$ cat config.mk
export PLATFORM = sky130hd
export DESIGN_NAME = cello_lut_pipe
export DESIGN_NICKNAME = d
export VERILOG_FILES = /design/src/rtl/cello_lut_pipe.sv
export SDC_FILE = /design/constraint.sdc
export NUM_CORES = 1
export LEC_CHECK = 0
export CELL_PAD_IN_SITES_DETAIL_PLACEMENT = 0
export CELL_PAD_IN_SITES_GLOBAL_PLACEMENT = 1
export CORE_MARGIN = 3
export CORE_UTILIZATION = 35
export CTS_BUF_LIST = sky130_fd_sc_hd__clkbuf_4 sky130_fd_sc_hd__clkbuf_8
export DETAILED_ROUTE_END_ITERATION = 6
export PLACE_DENSITY_LB_ADDON = 0.1
export REMOVE_ABC_BUFFERS = 1
export SLEW_MARGIN = 10
export SYNTH_ARGS = -nofsm -noshare
export SYNTH_HDL_FRONTEND = slang
export SYNTH_SLANG_ARGS = --single-unit
$ cat constraint.sdc
create_clock -name clk -period 2 [get_ports clk]
set_input_delay 0.2 -clock clk [delete_from_list [all_inputs] [get_ports clk]]
set_output_delay 0.2 -clock clk [all_outputs]
set_load 0.03 [all_outputs]
$ cat src/rtl/cello_lut_pipe.sv
// Two-stage valid/ready pipeline evaluating NUM_CH runtime-writable NUM_IN-input truth tables.
// Optional output hysteresis filter enabled by defining CELLO_LUT_FILTER_EN.
module cello_lut_pipe #(
  parameter int unsigned NUM_IN   = 4,
  parameter int unsigned NUM_CH   = 2,
  parameter logic [NUM_CH*(2**NUM_IN)-1:0] TT_INIT = {16'h00FF, 16'h2A56},
  parameter int unsigned CNT_W    = 16,
  parameter int unsigned FILT_LEN = 3
) (
  input  logic                          clk,
  input  logic                          rst,
  input  logic                          cfg_we,
  // One spare bit so out-of-range channel numbers are representable and can be rejected
  input  logic [$clog2(NUM_CH):0]       cfg_ch,
  input  logic [(2**NUM_IN)-1:0]        cfg_tt,
  input  logic                          in_valid,
  output logic                          in_ready,
  input  logic [NUM_IN-1:0]             in_data,
  output logic                          out_valid,
  input  logic                          out_ready,
  output logic [NUM_CH-1:0]             out_data,
  output logic [CNT_W-1:0]              xfer_cnt
);

  localparam int unsigned TW   = 2**NUM_IN;
  localparam int unsigned CH_W = $clog2(NUM_CH) + 1;

  if (FILT_LEN < 1) begin : g_filt_len_check
    $error("FILT_LEN must be at least 1");
  end

  logic [TW-1:0]     tt_q [NUM_CH];
  logic              a_full_q;
  logic [NUM_IN-1:0] a_idx_q;
  logic              b_full_q;
  logic [NUM_CH-1:0] b_raw_q;
  logic [CNT_W-1:0]  cnt_q;

  logic              b_free;
  logic              a_adv;
  logic              in_xfer;
  logic              out_xfer;
  logic [NUM_CH-1:0] lookup;

  assign b_free    = !b_full_q || out_ready;
  assign a_adv     = a_full_q && b_free;
  assign in_ready  = !a_full_q || b_free;
  assign in_xfer   = in_valid && in_ready;
  assign out_xfer  = b_full_q && out_ready;
  assign out_valid = b_full_q;
  assign xfer_cnt  = cnt_q;

  // Lookup reads the registered tables, so a write in the same cycle as A->B sees the old table
  always_comb begin
    lookup = '0;
    for (int c = 0; c < NUM_CH; c++) begin
      lookup[c] = tt_q[c][a_idx_q];
    end
  end

  always_ff @(posedge clk) begin
    if (rst) begin
      for (int c = 0; c < NUM_CH; c++) begin
        tt_q[c] <= TT_INIT[c*TW +: TW];
      end
    end else begin
      for (int c = 0; c < NUM_CH; c++) begin
        if (cfg_we && (cfg_ch == CH_W'(c))) begin
          tt_q[c] <= cfg_tt;
        end
      end
    end
  end

  always_ff @(posedge clk) begin
    if (rst) begin
      a_full_q <= 1'b0;
      a_idx_q  <= '0;
      b_full_q <= 1'b0;
      b_raw_q  <= '0;
      cnt_q    <= '0;
    end else begin
      if (in_xfer) begin
        a_full_q <= 1'b1;
        a_idx_q  <= in_data;
      end else if (a_adv) begin
        a_full_q <= 1'b0;
      end

      if (a_adv) begin
        b_full_q <= 1'b1;
        b_raw_q  <= lookup;
      end else if (out_xfer) begin
        b_full_q <= 1'b0;
      end

      if (out_xfer && (cnt_q != {CNT_W{1'b1}})) begin
        cnt_q <= cnt_q + CNT_W'(1);
      end
    end
  end

`ifdef CELLO_LUT_FILTER_EN
  localparam int unsigned FC_W = $clog2(FILT_LEN + 1);

  logic [NUM_CH-1:0] filt_q;
  logic [FC_W-1:0]   fcnt_q [NUM_CH];
  logic [NUM_CH-1:0] flip;

  // The transfer that completes the disagreement run already presents the new value
  always_comb begin
    flip = '0;
    for (int c = 0; c < NUM_CH; c++) begin
      flip[c] = (b_raw_q[c] != filt_q[c]) && ((32'(fcnt_q[c]) + 32'd1) >= FILT_LEN);
    end
  end

  assign out_data = filt_q ^ flip;

  always_ff @(posedge clk) begin
    if (rst) begin
      filt_q <= '0;
      for (int c = 0; c < NUM_CH; c++) begin
        fcnt_q[c] <= '0;
      end
    end else if (out_xfer) begin
      for (int c = 0; c < NUM_CH; c++) begin
        if (flip[c]) begin
          filt_q[c] <= b_raw_q[c];
          fcnt_q[c] <= '0;
        end else if (b_raw_q[c] != filt_q[c]) begin
          fcnt_q[c] <= fcnt_q[c] + FC_W'(1);
        end else begin
          fcnt_q[c] <= '0;
        end
      end
    end
  end
`else
  assign out_data = b_raw_q;
`endif

endmodule
==> results.json <==
{
  "first_global_vias": 1716,
  "drc": 0,
  "max_slew_margin_pct": 58.9,
  "vias": 1715,
  "utilization_pct": 46.7,
  "count_of_cell_types_in_the_netlist": 37,
  "global_route.overflow_total": 0,
  "p_leak_nw": 1.12,
  "worst_slack_ns": 0.187,
  "run_status": "finished clean",
  "share_of_final_layout_standard_cells_stronger_than_drive_strength_1_pct": 9.43,
  "p_sw_share_pct": 23.1,
  "cts_resized": 0,
  "netlist_instances": 211,
  "placementRows": 30,
  "ioPinCount": 47,
  "holdBufCountCts": 0,
  "fmaxAchievable_ghz": 0.552,
  "max-clock-path-buffers": 2,
  "vdd_ir_drop_max_v": 0.000247,
  "worst_ep_required_time_ns": 1.80,
  "crit_fanout": 4,
  "period_minus_slack_ns": 1.81,
  "timing.final.hold_violations": 0,
  "grt_start_max_net_pins": 21,
  "number_of_flops_mapped_to_enable_cells_by_yosys": 32,
  "io_buffer_count": 46,
  "dominantRegCellSynth": "sky130_fd_sc_hd__edfxtp_1",
  "syn_avg_cell_area_sq_um": 12.1,
  "power.share.combinational_pct": 10.0,
  "clock_insertion_delay_worst_skew_ns": 0.31,
  "drt_first_pass_iters": 4,
  "floorplan.initialDensity_pct": 36.7,
  "critical_path.endpoint_type": "primary output",
  "finClkSkew_ns": 0.00910,
  "core-area_sq_um": 6940,
  "crit_arrival_ns": 1.61,
  "antenna_cells": 0,
  "die_h_microns": 91.4,
  "cts_root_buffer": "sky130_fd_sc_hd__clkbuf_8",
  "cellInternalPower_mw": 1.65,
  "clock_power_share_pct": 29.3,
  "initialDrtViolationCount": 64,
  "post-cts-setup-buffers": 0,
  "post_layout_nonfiller_instances": 361,
  "timing.critical_path.from_type": "register",
  "power_switching_mw": 0.498,
  "power.density_cell_area_nw_per_um2": 664,
  "place_congestion": 0.709,
  "clk_transition_reported_paths_ns": 0.11,
  "asyncSetResetFlopFracSynth_pct": 0,
  "final_setup_violation_count": 0,
  "clock-sinks": 56,
  "placedCellCount": 353,
  "grt_antenna_before_repair": 0,
  "synth-seq-cells": 56,
  "sequentialPowerShare_pct": 60.7,
  "cts-buffers-inserted": 5,
  "ys_seq_area_share_pct": 56.5,
  "yosysWarnings": 0,
  "grt_pass1_wl_microns": 8420,
  "detail-route-antenna-nets": 0,
  "final_max_slew_viol_count": 0,
  "grt_setup_unrepaired": "false",
  "timing_worst_slew_pin_value_ns": 0.614,
  "pre_cts_slack_ns": 0.235,
  "cts_max_level": 2,
  "max_cap_violations": 0,
  "worstSetupPathType": "register to primary output",
  "netlist_area_sq_um": 2550,
  "die_w_microns": 91.4,
  "post_drt_wl_per_cell_microns": 13.8,
  "area_delta_synth_final_pct": 27.1,
  "hold_path_class": "input pin to register",
  "routed_wl_microns": 4990,
  "setup_total_negative_slack_ns": 0,
  "final_net_count": 292,
  "route.detailed.vias_per_inst": 4.75,
  "timing.final.crit_share_pct": 90.6,
  "tritoncts": "yes",
  "grt_use_total_pct": 12.8,
  "floorplan.die_area_sq_um": 8350,
  "fin_worst_hold_slack_ns": 0.436,
  "detailed_place_hpwl_microns": 3660
}
==> final timing paths <==
path	from	to	slack (ns)	cells past startpoint
worst max register to register	a_idx_q[0]	out_data[1]	0.30	6
worst max-delay path	out_valid	in_ready	0.19	3
worst min-delay path	in_data[2]	a_idx_q[2]	0.44	3
worst min register to register	a_full_q	out_valid	0.51	2
==> registers in the layout, summed over array words and instances (netlist names) <==
name / cells
out_valid: 1
tt_q: 32
a_full_q: 1
xfer_cnt: 16
out_data: 2
a_idx_q: 4
==> per-stage QoR <==
step           cell area, sq um  power (mW)
3_5_place_dp               3150        1.55
3_3_place_gp               3150        1.55
4_1_cts                    3240        2.18
5_1_grt                    3240        2.25
6_report                   3240        2.15
2_1_floorplan              2480        1.43
==> critical path, cell delays in order, from the launching register on <==
cell                              delay, ns
sky130_fd_sc_hd__dfxtp_1               0.34
sky130_fd_sc_hd__nor2b_1               0.25
sky130_fd_sc_hd__nand2_1               0.11
sky130_fd_sc_hd__clkdlybuf4s50_1       0.60
==> per-layer routing <==
layer	global-route usage [%]	vias to the layer above	wire [microns]
met2	20.0	39	2270
met3	3.81	7	264
met4	4.27	0	89
li1	-	881	-
met1	17.0	788	2370
met5	0	-	0
==> cell type report <==
type	instances	area (sq um)
inverter	2	7.51
clock inverter	3	21.3
sequential	56	1440
clock buffer	5	68.8
multi-input combinational	142	1030
timing repair buffer	57	556
fill	652	3700
tap	96	120
==> cells by family after synthesis <==
kind of cell	synth area share (%)
buffers and inverters	3.19
DFF	56.5
adders and majority gates	0.490
AOI/OAI and AO/OA	5.98
xor gates and xnor gates	3.43
muxes	9.91
and+or+nand+nor	20.5
==> power groups by stage <==
stage	Sequential, mW	Clock [mW]	Combinational (mW)
after floorplan	1.34	0	0.0908
after global placement	1.33	0	0.219
after detailed placement	1.33	0	0.219
after CTS	1.31	0.657	0.219
after global routing	1.32	0.696	0.235
final	1.31	0.631	0.215
==> placed cells by master (no fill, tap or decap), drive strengths merged, types with 8 or more instances in the layout <==
| cell type | instances |
|---|---|
| edfxtp | 32 |
| and2 | 13 |
| nand3 | 10 |
| or3 | 14 |
| nand2 | 15 |
| mux4 | 8 |
| buf | 11 |
| nor2 | 21 |
| clkdlybuf4s50 | 46 |
| a21oi | 8 |
| dfxtp | 24 |
| o21ai | 9 |
==> Yosys cell counts (2+ instances only) <==
master                     instances  area share [%]
sky130_fd_sc_hd__a211oi_1          2            0.59
sky130_fd_sc_hd__a21oi_1           8             1.6
sky130_fd_sc_hd__and2_1           13             3.2
sky130_fd_sc_hd__and3_1            5             1.2
sky130_fd_sc_hd__and4_1            2            0.69
sky130_fd_sc_hd__buf_2             2            0.39
sky130_fd_sc_hd__buf_6             2            0.88
sky130_fd_sc_hd__clkbuf_1          5            0.74
sky130_fd_sc_hd__dfxtp_1          24              19
sky130_fd_sc_hd__edfxtp_1         32              38
sky130_fd_sc_hd__inv_1             2            0.29
sky130_fd_sc_hd__mux2_2            2            0.88
sky130_fd_sc_hd__mux2i_1           2            0.78
sky130_fd_sc_hd__mux4_1            8             8.2
sky130_fd_sc_hd__nand2_1          15             2.2
sky130_fd_sc_hd__nand2b_1          2            0.49
sky130_fd_sc_hd__nand3_1          10             2.0
sky130_fd_sc_hd__nand3b_1          2            0.59
sky130_fd_sc_hd__nand4_4           2             1.7
sky130_fd_sc_hd__nor2_1           21             3.1
sky130_fd_sc_hd__nor2b_1           2            0.49
sky130_fd_sc_hd__nor3_1            2            0.39
sky130_fd_sc_hd__nor4_1            2            0.49
sky130_fd_sc_hd__o211ai_1          3            0.88
sky130_fd_sc_hd__o21ai_0           6             1.2
sky130_fd_sc_hd__o21ai_2           2            0.69
sky130_fd_sc_hd__o21bai_1          2            0.59
sky130_fd_sc_hd__or3_1            14             3.4
sky130_fd_sc_hd__xnor2_1           5             1.7
sky130_fd_sc_hd__xor2_1            5             1.7
(Power assumes the default switching activity.)
